===== config.mk =====
export PLATFORM = sky130hd
export DESIGN_NAME = alu_mdu
export DESIGN_NICKNAME = d
export VERILOG_FILES = /design/src/rtl/alu_pkg.sv /design/src/rtl/mdu_iter.sv /design/src/rtl/alu_mdu.sv
export SDC_FILE = /design/constraint.sdc
export NUM_CORES = 1
export LEC_CHECK = 0
export BUFFER_PORTS_ARGS = -buffer_cell sky130_fd_sc_hd__buf_2
export CAP_MARGIN = 20
export CORE_MARGIN = 2
export CORE_UTILIZATION = 45
export DETAILED_ROUTE_END_ITERATION = 10
export GPL_TIMING_DRIVEN = 0
export PLACE_DENSITY = 0.7
export REMOVE_ABC_BUFFERS = 1
export SLEW_MARGIN = 40
export SYNTH_ARGS = -nofsm -noshare
export SYNTH_HDL_FRONTEND = slang
export SYNTH_SLANG_ARGS = --single-unit

===== constraint.sdc =====
create_clock -name clk -period 2.8 [get_ports clk]
set_input_delay 0.56 -clock clk [delete_from_list [all_inputs] [get_ports clk]]
set_output_delay 0.56 -clock clk [all_outputs]
set_load 0.005 [all_outputs]

===== src/rtl/alu_pkg.sv =====
// Shared opcode map, FSM state encoding and default opcode width for the
// EX-stage ALU with iterative multiply/divide.
package alu_pkg;

  localparam int OP_W_DEF = 4;

  localparam int unsigned OP_ADDU = 0;
  localparam int unsigned OP_ADDS = 1;
  localparam int unsigned OP_AND  = 2;
  localparam int unsigned OP_OR   = 3;
  localparam int unsigned OP_SLTU = 4;
  localparam int unsigned OP_SUB  = 5;
  localparam int unsigned OP_SLTS = 6;
  localparam int unsigned OP_MUL  = 7;
  localparam int unsigned OP_DIVU = 8;

  typedef enum logic [1:0] {
    ST_IDLE  = 2'd0,
    ST_EXEC1 = 2'd1,
    ST_ITER  = 2'd2,
    ST_DONE  = 2'd3
  } state_e;

endpackage


===== src/rtl/mdu_iter.sv =====
// Iterative unsigned datapath: shift-add multiply or restoring divide,
// one bit per step. acc holds {high/remainder, low/quotient}.
module mdu_iter #(
  parameter int WIDTH = 16
) (
  input  logic             clk,
  input  logic             rst,
  input  logic             start,
  input  logic             step,
  input  logic             is_div,
  input  logic [WIDTH-1:0] a,
  input  logic [WIDTH-1:0] b,
  output logic             last,
  output logic [WIDTH-1:0] res_lo,
  output logic [WIDTH-1:0] res_hi
);

  localparam int CW = $clog2(WIDTH);

  logic [2*WIDTH-1:0] acc_q, acc_d;
  logic [WIDTH-1:0]   opnd_q, opnd_d;
  logic               div_q, div_d;
  logic [CW-1:0]      cnt_q, cnt_d;
  logic [WIDTH:0]     mul_sum, div_shift, div_diff;

  always_comb begin
    mul_sum   = {1'b0, acc_q[2*WIDTH-1:WIDTH]} + (acc_q[0] ? {1'b0, opnd_q} : '0);
    div_shift = {acc_q[2*WIDTH-1:WIDTH], acc_q[WIDTH-1]};
    // Remainder stays below the divisor, so bit WIDTH is a pure borrow flag.
    div_diff  = div_shift - {1'b0, opnd_q};
    acc_d  = acc_q;
    opnd_d = opnd_q;
    div_d  = div_q;
    cnt_d  = cnt_q;
    if (start) begin
      acc_d  = {{WIDTH{1'b0}}, a};
      opnd_d = b;
      div_d  = is_div;
      cnt_d  = '0;
    end else if (step) begin
      cnt_d = cnt_q + CW'(1);
      if (!div_q) begin
        acc_d = {mul_sum, acc_q[WIDTH-1:1]};
      end else if (!div_diff[WIDTH]) begin
        acc_d = {div_diff[WIDTH-1:0], acc_q[WIDTH-2:0], 1'b1};
      end else begin
        acc_d = {div_shift[WIDTH-1:0], acc_q[WIDTH-2:0], 1'b0};
      end
    end
  end

  always_ff @(posedge clk) begin
    if (rst) begin
      acc_q  <= '0;
      opnd_q <= '0;
      div_q  <= 1'b0;
      cnt_q  <= '0;
    end else begin
      acc_q  <= acc_d;
      opnd_q <= opnd_d;
      div_q  <= div_d;
      cnt_q  <= cnt_d;
    end
  end

  assign last   = (cnt_q == CW'(WIDTH - 1));
  assign res_lo = acc_q[WIDTH-1:0];
  assign res_hi = acc_q[2*WIDTH-1:WIDTH];

endmodule


===== src/rtl/alu_mdu.sv =====
// EX-stage ALU with valid/ready handshake, single-cycle ops and an
// iterative MUL/DIVU unit; every result and flag output is a register.
//
//   state    | meaning
//   ST_IDLE  | waiting for an operation
//   ST_EXEC1 | single-cycle op (or DIVU by zero) loads result next edge
//   ST_ITER  | mdu_iter stepping, one bit per cycle
//   ST_DONE  | iteration finished, result loads next edge
module alu_mdu
  import alu_pkg::*;
#(
  parameter int WIDTH = 16,
  parameter int OP_W  = OP_W_DEF
) (
  input  logic             clk,
  input  logic             rst,
  input  logic             in_valid,
  output logic             in_ready,
  input  logic [OP_W-1:0]  op,
  input  logic [WIDTH-1:0] x,
  input  logic [WIDTH-1:0] y,
  output logic             out_valid,
  input  logic             out_ready,
  output logic [WIDTH-1:0] result,
  output logic [WIDTH-1:0] result_hi,
  output logic             zero,
  output logic             lt,
  output logic             eq,
  output logic             gt,
  output logic             ovf,
  output logic             dz
);

  state_e            state_q, state_d;
  logic [WIDTH-1:0]  x_q, x_d, y_q, y_d;
  logic [OP_W-1:0]   op_q, op_d;
  logic              out_valid_q, out_valid_d;
  logic [WIDTH-1:0]  result_q, result_d, result_hi_q, result_hi_d;
  logic              zero_q, zero_d, lt_q, lt_d, eq_q, eq_d, gt_q, gt_d;
  logic              ovf_q, ovf_d, dz_q, dz_d;

  logic              accept, iter_start, load;
  logic              mdu_last;
  logic [WIDTH-1:0]  mdu_lo, mdu_hi;
  logic [WIDTH-1:0]  sum, diff, res_n, hi_n;
  logic              ovf_n, dz_n, legal_n;

  assign in_ready   = (state_q == ST_IDLE) && (!out_valid_q || out_ready);
  assign accept     = in_valid && in_ready;
  assign iter_start = accept && ((op == OP_W'(OP_MUL)) ||
                                 ((op == OP_W'(OP_DIVU)) && (y != '0)));

  mdu_iter #(.WIDTH(WIDTH)) u_mdu (
    .clk    (clk),
    .rst    (rst),
    .start  (iter_start),
    .step   (state_q == ST_ITER),
    .is_div (op == OP_W'(OP_DIVU)),
    .a      (x),
    .b      (y),
    .last   (mdu_last),
    .res_lo (mdu_lo),
    .res_hi (mdu_hi)
  );

  always_comb begin
    sum     = x_q + y_q;
    diff    = x_q - y_q;
    res_n   = '0;
    hi_n    = '0;
    ovf_n   = 1'b0;
    dz_n    = 1'b0;
    legal_n = 1'b1;
    case (op_q)
      OP_W'(OP_ADDU): res_n = sum;
      OP_W'(OP_ADDS): begin
        res_n = sum;
        ovf_n = (x_q[WIDTH-1] == y_q[WIDTH-1]) && (sum[WIDTH-1] != x_q[WIDTH-1]);
      end
      OP_W'(OP_AND):  res_n = x_q & y_q;
      OP_W'(OP_OR):   res_n = x_q | y_q;
      OP_W'(OP_SLTU): res_n = {{(WIDTH-1){1'b0}}, x_q < y_q};
      OP_W'(OP_SUB): begin
        res_n = diff;
        ovf_n = (x_q[WIDTH-1] != y_q[WIDTH-1]) && (diff[WIDTH-1] != x_q[WIDTH-1]);
      end
      OP_W'(OP_SLTS): res_n = {{(WIDTH-1){1'b0}}, $signed(x_q) < $signed(y_q)};
      OP_W'(OP_MUL): begin
        res_n = mdu_lo;
        hi_n  = mdu_hi;
      end
      OP_W'(OP_DIVU): begin
        if (y_q == '0) begin
          res_n = '1;
          hi_n  = x_q;
          dz_n  = 1'b1;
        end else begin
          res_n = mdu_lo;
          hi_n  = mdu_hi;
        end
      end
      default: legal_n = 1'b0;
    endcase
  end

  always_comb begin
    state_d     = state_q;
    x_d         = x_q;
    y_d         = y_q;
    op_d        = op_q;
    out_valid_d = out_valid_q;
    result_d    = result_q;
    result_hi_d = result_hi_q;
    zero_d      = zero_q;
    lt_d        = lt_q;
    eq_d        = eq_q;
    gt_d        = gt_q;
    ovf_d       = ovf_q;
    dz_d        = dz_q;
    load        = 1'b0;
    if (out_valid_q && out_ready) out_valid_d = 1'b0;
    case (state_q)
      ST_IDLE: begin
        if (accept) begin
          x_d     = x;
          y_d     = y;
          op_d    = op;
          state_d = iter_start ? ST_ITER : ST_EXEC1;
        end
      end
      ST_ITER:  if (mdu_last) state_d = ST_DONE;
      ST_EXEC1, ST_DONE: begin
        load    = 1'b1;
        state_d = ST_IDLE;
      end
      default:  state_d = ST_IDLE;
    endcase
    // Unassigned opcodes report a zero result with every flag cleared.
    if (load) begin
      out_valid_d = 1'b1;
      result_d    = res_n;
      result_hi_d = hi_n;
      zero_d      = legal_n && (res_n == '0);
      lt_d        = legal_n && (x_q < y_q);
      eq_d        = legal_n && (x_q == y_q);
      gt_d        = legal_n && (x_q > y_q);
      ovf_d       = ovf_n;
      dz_d        = dz_n;
    end
  end

  always_ff @(posedge clk) begin
    if (rst) begin
      state_q     <= ST_IDLE;
      x_q         <= '0;
      y_q         <= '0;
      op_q        <= '0;
      out_valid_q <= 1'b0;
      result_q    <= '0;
      result_hi_q <= '0;
      zero_q      <= 1'b0;
      lt_q        <= 1'b0;
      eq_q        <= 1'b0;
      gt_q        <= 1'b0;
      ovf_q       <= 1'b0;
      dz_q        <= 1'b0;
    end else begin
      state_q     <= state_d;
      x_q         <= x_d;
      y_q         <= y_d;
      op_q        <= op_d;
      out_valid_q <= out_valid_d;
      result_q    <= result_d;
      result_hi_q <= result_hi_d;
      zero_q      <= zero_d;
      lt_q        <= lt_d;
      eq_q        <= eq_d;
      gt_q        <= gt_d;
      ovf_q       <= ovf_d;
      dz_q        <= dz_d;
    end
  end

  assign out_valid = out_valid_q;
  assign result    = result_q;
  assign result_hi = result_hi_q;
  assign zero      = zero_q;
  assign lt        = lt_q;
  assign eq        = eq_q;
  assign gt        = gt_q;
  assign ovf       = ovf_q;
  assign dz        = dz_q;

endmodule


Word-level counts from Yosys, hierarchy flattened
Cells that the tools add are included.
{ "word_totals": {"reg_bits": 130, "in_bits": 40, "out_inout_bits": 40} }
{ "classes": {"add_sub_neg": 5, "n_lt_le_gt_ge": 3, "n_eq_ne": 21, "mux": 20, "n_bitwise": 2, "reduce_logical": 27} }
{ "ops": {"columns": ["cell", "n"], "rows": [
  ["$pmux 16 s8", 1],
  ["$mux 16", 5],
  ["$mux 32", 2],
  ["$logic_not 16->1", 2],
  ["$lt 16x16->1", 2],
  ["$pmux 16 s2", 1],
  ["$eq 4x3->1 const B", 5],
  ["$add 16x16->17", 1],
  ["$sub 17x16->17", 1],
  ["$add 16x16->16", 1],
  ["$and 16x16->16", 1],
  ["$eq 16x16->1", 1],
  ["$gt 16x16->1", 1],
  ["$or 16x16->16", 1],
  ["$reduce_bool 16->1", 1],
  ["$sub 16x16->16", 1],
  ["$eq 4x4->1 const B", 3],
  ["$logic_and 1x1->1", 11],
  ["$reduce_or 9->1", 1],
  ["$eq 4x2->1 const B", 2],
  ["$mux 1", 6],
  ["$mux 2", 3],
  ["$pmux 2 s3", 1],
  ["$reduce_or 2->1", 3],
  ["other kinds (14)", 21]
]} }

Longest topological paths before layout
Gate-level depths: netlist of the first run.
{ "logic_depth": {"ltp_word": 8, "depth_mapped": 14} }

Cells and area by module
A second synthesis of the first run with hierarchy kept.
{ "unflattened": {"hier_cells": 1344, "hier_area_um2": 10114.7} }
{ "modules_own_cells": {"columns": ["module", "n_inst", "cells_each", "area_each_um2"], "rows": [
  ["alu_mdu", 1, 805, 5904.4],
  ["mdu_iter", 1, 539, 4210.3]
]} }

Worst setup path after synthesis of the first run
Ideal clock, no wire load.
{ "synth_path": {"path_type": "flip-flop to flip-flop", "startpoint": "register u_mdu.acc_q[0]", "endpoint": "register u_mdu.acc_q[31]", "arrival_time_ns": 2.837, "required_ns": 2.667, "path_slack_ns": -0.170, "path_stages_with_launch": 13, "path_buffers": 2, "period_less_slack_ns": 2.970, "path_cell_list": "dfxtp_1 > clkbuf_1 > clkbuf_1 > and2_1 > ha_1 > a21o_1 > a21o_1 > a21o_1 > a221o_1 > a31o_1 > a21o_1 > a2111oi_0 > nor4_1"} }
{ "synth_via": {"elab_chain_cells": 3} }
{ "synth_rtl": {"columns": ["element", "line", "text"], "rows": [
  ["from (decl)", "mdu_iter.sv:20", "logic [2*WIDTH-1:0] acc_q, acc_d;"],
  ["from (signal assigned)", "mdu_iter.sv:54", "acc_q <= '0;"],
  ["from (signal assigned)", "mdu_iter.sv:59", "acc_q <= acc_d;"],
  ["$mux 16", "mdu_iter.sv:27", "mul_sum = {1'b0, acc_q[2*WIDTH-1:WIDTH]} + (acc_q[0] ? {1'b0, opnd_q} : '0);"],
  ["$add 16x16->17", "mdu_iter.sv:27", null],
  ["$mux 32", "mdu_iter.sv:42", "if (!div_q) begin"]
]} }
No other way between the ends.
A chain may end at the register's enable or synchronous reset.

Final worst setup path of the first run
{ "layout_path": {"startpoint": "register y_q[0]", "endpoint": "register zero_q (netlist: zero)"} }
{ "layout_via": {"elab_chain_cells": 5, "word_cells_on_any_way": 11, "cone_classes": "add/sub (2); order compare (2); mux (2); bitwise (2); reduce/logical (3)"} }
{ "layout_rtl": {"columns": ["element", "line", "text"], "rows": [
  ["from (decl)", "alu_mdu.sv:35", "logic [WIDTH-1:0] x_q, x_d, y_q, y_d;"],
  ["from (signal assigned)", "alu_mdu.sv:170", "y_q <= y_d;"],
  ["branches (longest 2 deep; another with $sub 16x16->16)", null, null],
  ["$pmux 16 s8 (*)", "alu_mdu.sv:74", "case (op_q)"],
  ["$logic_not 16->1 (*)", "alu_mdu.sv:143", "zero_d = legal_n && (res_n == '0);"],
  ["$logic_and 1x1->1 (*)", "alu_mdu.sv:143", null],
  ["to (signal assigned)", "alu_mdu.sv:175", "zero_q <= zero_d;"],
  ["to (decl)", "alu_mdu.sv:39", "logic zero_q, zero_d, lt_q, lt_d, eq_q, eq_d, gt_q, gt_d;"]
]} }
Every way passes the cells marked *.

==> results of run 1 <==
worst max path at each step:
stage | from | endpoint
final | y_q[0]$_SDFFE_PP0P_ | zero$_SDFFE_PP0P_
after global routing | x_q[0]$_SDFFE_PP0P_ | zero$_SDFFE_PP0P_
after floorplan | state_q[0]$_SDFFE_PP0P_ | u_mdu.acc_q[0]$_SDFFE_PP0P_
after detailed placement | u_mdu.acc_q[15]$_SDFFE_PP0P_ | u_mdu.acc_q[18]$_SDFFE_PP0P_
after global placement | state_q[0]$_SDFFE_PP0P_ | u_mdu.acc_q[2]$_SDFFE_PP0P_
after CTS | u_mdu.acc_q[15]$_SDFFE_PP0P_ | u_mdu.acc_q[23]$_SDFFE_PP0P_
kinds of logic (layout without fill, tap and decap cells):
logic type	count (synthesis)	count (layout)	share of synthesized area
flip-flops	130	130	0.274
AND/OR/NAND/NOR	406	406	0.202
AO/OA/AOI/OAI	371	371	0.267
multiplexers	39	39	0.0411
buffers and inverters	151	251	0.0668
adder cells (fa/ha/maj)	88	88	0.119
XOR/XNOR	32	32	0.0295
cell type report:
type / instances / area share
Clock buffer: 20 / 0.0368
Clock inverter: 12 / 0.0153
Inverter: 77 / 0.0246
Multi-Input combinational cell: 936 / 0.586
Sequential cell: 130 / 0.224
Tap cell: 275 / 0.0290
Timing Repair Buffer: 142 / 0.0843
per-stage QoR:
step | cells | hold WS, ns | instance area [um2]
floorplan | 1143 | 0.449 | 9150
global placement | 1497 | 0.430 | 9890
detailed placement | 1506 | 0.434 | 10100
CTS | 1579 | 0.367 | 11500
global route | 1592 | 0.382 | 11900
finish | 1592 | 0.375 | 11900
synthesized netlist by cell type, drive strengths merged, types with 17 or more instances:
| master | instances | area [um2] |
|---|---|---|
| nand2 | 150 | 573 |
| dfxtp | 130 | 2600 |
| a21oi | 113 | 584 |
| nor2 | 113 | 427 |
| ha | 84 | 1050 |
| inv | 77 | 289 |
| o21ai | 71 | 359 |
| clkbuf | 47 | 176 |
| mux2i | 39 | 390 |
| a21o | 35 | 263 |
| buf | 27 | 169 |
| a211oi | 24 | 195 |
| nor3 | 24 | 136 |
| a221oi | 23 | 214 |
| xnor2 | 23 | 201 |
| and2 | 17 | 106 |
registers in the layout (all words and copies together), names as in the netlist, 2 cells and up:
name and flops:
u_mdu.acc_q 32, result 16, result_hi 16, u_mdu.opnd_q 16, x_q 16, y_q 16
op_q 4, u_mdu.cnt_q 4, state_q 2
cell usage in the layout (no fill, tap or decap), drive strengths merged, types with 11 or more instances in the layout:
master / instances
nor2: 113
and2: 17
clkbuf: 20
nor3: 24
a211oi: 24
ha: 84
nor2b: 13
mux2i: 39
nand3: 11
a21o: 35
buf: 142
dfxtp: 130
or3: 16
a221oi: 23
nor4: 15
inv: 78
xnor2: 23
o21ai: 71
nand2: 150
o211ai: 14
a21oi: 113
nand2b: 12
worst max-delay path: stages, from the launching register on:
cell       delay [ns]
dfxtp_4          0.40
ha_1             0.20
inv_1            0.06
fa_2             0.37
nor2b_1          0.17
o2111ai_2        0.17
a21oi_2          0.26
o21a_1           0.19
o221ai_1         0.19
a211oi_4         0.33
and4_1           0.20
and3_1           0.14
a41o_1           0.13
report_power, final:
group          switching [mW]  internal [mW]
clock                   0.879           1.49
sequential              0.124           1.93
combinational           0.902          0.704
total                    1.91           4.12
layer usage:
metal / track usage / share of wire / vias up
met4: 0.120 / 0.037 / 0
met3: 0.0428 / 0.066 / 88
li1: - / - / 4534
met2: 0.458 / 0.48 / 393
met5: 0 / 0 / -
met1: 0.337 / 0.41 / 4542
repair_timing:
action | 4_1_cts | 5_1_grt
hold buffers | 0 | 0
cloned | 1 | 0
pin swaps | 54 | 38
hold endpoints to repair | 0 | 0
gates resized for setup | 101 | 75
buffers inserted | 40 | 14
setup endpoints to repair | 50 | 22
==> run summary, run 1 <==
Root Buffer Master - clkbuf_16
most used flip-flop cell after synthesis - dfxtp_1
Antenna Nets Post-Route - 0
antenna violations before repair - 0
FF+latch count, synth - 130
hold endpoint - x_q[2]$_SDFFE_PP0P_
worst reg2reg endpoint - zero$_SDFFE_PP0P_
final setup TNS - -0.128 ns
I/O Pins - 80
Highest Clock Rate - 0.348 GHz
nets - 1,432
row cnt - 53
fill count - 1,865
sequential share of the synthesized area - 0.274
die height - 149 um
Slew Limit Fails - 0
router iterations before antenna repair - 5
CTS Buffer Depth - 2
Final WS setup - -0.0763 ns
synth unique cells - 86
Crit Path Category - reg2reg
Tot GR Track Use - 0.270
CTS buffer count - 17
Layout Area Growth over Synthesis - 24.9%
run status - finished, violations left
Detailed Place HPWL - 20.6 mm
total core area - 20,900 um2
n_diodes - 0
Max-slew headroom - 0.413
largest net degree at the start of global routing - 76
first-pass GRT wire length - 47.3 mm
hold_sp - x[2]
Post-synth EDFFs - 0
DRC - 0
vias in the first global route - 8,901
Final Wtd Congestion - 0.915
R2R cell count - 12
TritonCTS clock tree - done
worst hold path type - in2reg
Yosys warnings - 0
worst-skew pair later-pin latency - 0.43 ns
required time worst endpoint - 3.17 ns
r2r startpoint - y_q[0]$_SDFFE_PP0P_
Buffers on Ports - 79
endpoints failing setup - 4
RSZ-0062 raised after global routing - yes
Die W - 149 um
hold depth - 3
Multi-input gate area - 6950 um2
synthesized instance count - 1,217
P_leak - 4.76 nW
Avg Inst Size Synth - 7.81 um2
Startpoint Class - flop
Final Hold Viols - 0
DIE AREA - 22,300 um2
Cell Area, Synth - 9500 um2
layout cells sized above 1 - 0.252
DR iter-0 viols - 983
Setup crit end kind - flop
total grt overflow - 0
worst slew pin tran - 0.881 ns
reg-to-reg slack, setup - -0.08 ns
CP arrival - 3.25 ns
Final Util - 0.568
final wirelength - 30.6 mm
violations in the final reports - setup timing
Max FO, Critical Path - 5
Async SR Flop Fraction - 0
register area - 2660 um2
Initial Util - 0.455
skew final - 0.00915 ns
total power - 6.03 mW
maximum VDD drop - 0.354 mV
post-route clock period utilization - 1.03
Clock transition at path regs - 0.06 ns
pwr dens - 508 nW/um2
Final min period - 2.88 ns
clock sinks - 130
WL/cell - 19.2 um
total of max-cap violations - 0
via count - 9,557
pre-CTS WS - -0.920 ns
CTS H-tree depth - 4
Via-to-Cell Ratio - 6.00
Note: power is estimated with default switching activity, not from simulation.
==> run 2: changes to the inputs <==
Settings changed: BUFFER_PORTS_ARGS -buffer_cell sky130_fd_sc_hd__buf_2 to not set, DONT_BUFFER_PORTS set to 1, PLACE_DENSITY 0.7 to 0.67.
==> run summary, run 2 (synthesis gave the netlist of run 1 again) <==
reg-to-reg slack, setup - -0.10 ns
CTS buffer count - 17
Startpoint Class - flop
worst slew pin tran - 0.867 ns
Slew Limit Fails - 0
total core area - 20,900 um2
most frequent cells in the layout - 141 x nand2_1, 105 x nor2_1, 101 x a21oi_1
violations in the final reports - setup timing
WHS - 0.204 ns
Root Buffer Master - clkbuf_16
required time worst endpoint - 3.14 ns
Detailed Place HPWL - 20.5 mm
Max FO, Critical Path - 5
CTS Buffer Depth - 2
Tot GR Track Use - 0.271
hold depth - 1
Initial Util - 0.455
Crit path largest cell delay - 0.38 ns
row cnt - 53
CP delay by family, top - compound AO/OA/AOI/OAI gates
TritonCTS clock tree - done
Crit Path Category - reg2reg
final wirelength - 31.3 mm
antenna violations before repair - 0
RSZ-0062 raised after global routing - yes
CP bufs+invs - 1
die height - 149 um
Final WS setup - -0.103 ns
via count - 9,335
Setup crit end kind - flop
Die W - 149 um
endpoints failing setup - 5
Final min period - 2.90 ns
Highest Clock Rate - 0.344 GHz
total of max-cap violations - 0
DIE AREA - 22,300 um2
commonest non-fill, non-tap cell in the layout - nand2_1
CP max-delay cell - dfxtp_4
Largest register FFs - 32
largest net degree at the start of global routing - 91
P_leak - 4.41 nW
DR iter-0 viols - 943
Antenna Nets Post-Route - 0
most flop-heavy register - u_mdu.acc_q
run status - finished, violations left
worst-skew pair later-pin latency - 0.43 ns
Final Hold Viols - 0
CP arrival - 3.25 ns
DRC - 0
cell depth of the worst setup path - 12
Via-to-Cell Ratio - 6.16
Final Wtd Congestion - 0.880
n_diodes - 0
crit-path cells - ha_2 -> inv_1 -> fa_2 -> nor2b_2 -> o2111ai_2 -> a21oi_2 -> o211ai_1 -> a21boi_1 -> o21ai_1 -> a21o_1 -> a32o_2 -> a211oi_2
maximum VDD drop - 0.400 mV
Clock transition at path regs - 0.06 ns
skew final - 0.00808 ns
Buffers on Ports - 0
fill count - 1,853
final setup TNS - -0.378 ns
R2R cell count - 12
CTS H-tree depth - 4
I/O Pins - 80
Max-slew headroom - 0.422
WL/cell - 20.7 um
worst hold path type - in2reg
layout cells sized above 1 - 0.222
nets - 1,356
Layout Area Growth over Synthesis - 22.5%
post-route clock period utilization - 1.04
vias in the first global route - 8,717
pwr dens - 514 nW/um2
total grt overflow - 0
first-pass GRT wire length - 47.2 mm
router iterations before antenna repair - 5
hold_buf cts - 0
clock sinks - 130
## run 2: cell count changes in the layout (fill, tap and decap cells not counted), sizes merged
| cell | change |
|---|---|
| clkinvlp | +3 |
| clkbuf | +1 |
| bufinv | -2 |
| clkinv | -2 |
| buf | -76 |
## run 2: path summary, 6_finish.rpt
| kind | from | end |
|---|---|---|
| max | y_q[0]$_SDFFE_PP0P_ | result[14]$_SDFFE_PP0P_ |
| min | rst | result[4]$_SDFFE_PP0P_ |
| min reg2reg | lt$_SDFFE_PP0P_ | lt$_SDFFE_PP0P_ |
| max reg2reg | y_q[0]$_SDFFE_PP0P_ | result[14]$_SDFFE_PP0P_ |
## run 2: metrics by stage
stage	util	cells	power, mW	cell area (um2)	setup slack, ns
floorplan	-	1143	2.87	9150	-1.69
global placement	0.455	1418	3.14	9500	-4.39
detailed placement	0.466	1429	3.21	9740	-0.853
CTS	0.532	1498	5.82	11100	-0.122
global route	0.557	1516	6.21	11600	-0.245
finish	0.557	1516	5.98	11600	-0.103
## run 2: layer usage
| layer | vias up | part of all wire | wire [um] | global-route usage |
|---|---|---|---|---|
| met5 | - | 0 | 0 | 0 |
| met4 | 0 | 0.030 | 934 | 0.103 |
| met3 | 64 | 0.077 | 2420 | 0.0474 |
| met2 | 426 | 0.49 | 15200 | 0.448 |
| met1 | 4481 | 0.41 | 12800 | 0.352 |
| li1 | 4364 | - | - | - |
## run 2: report_power, final
| part | leakage, nW | switching (mW) | internal (mW) |
|---|---|---|---|
| Sequential | 1.07 | 0.126 | 1.92 |
| Combinational | 3.05 | 0.903 | 0.739 |
| Clock | 0.286 | 0.902 | 1.39 |
| Total | 4.41 | 1.93 | 4.05 |
## run 2: cell type report
type	instances	area [um2]	share of cell area
multi-input cells	936	7080	0.608
flip-flops and latches	130	2680	0.231
repair buffers	66	634	0.0545
clock buffers	21	470	0.0404
well taps	275	344	0.0296
inverters	77	295	0.0254
clock inverters	11	128	0.0110
## run 2: repair_timing
action                                  4_1_cts  5_1_grt
endpoints found under the setup margin       57       23
pin swaps                                    59       54
endpoints found under the hold margin         0        0
setup buffers                                36       22
resized for setup                           134       96
gates cloned                                  2        0
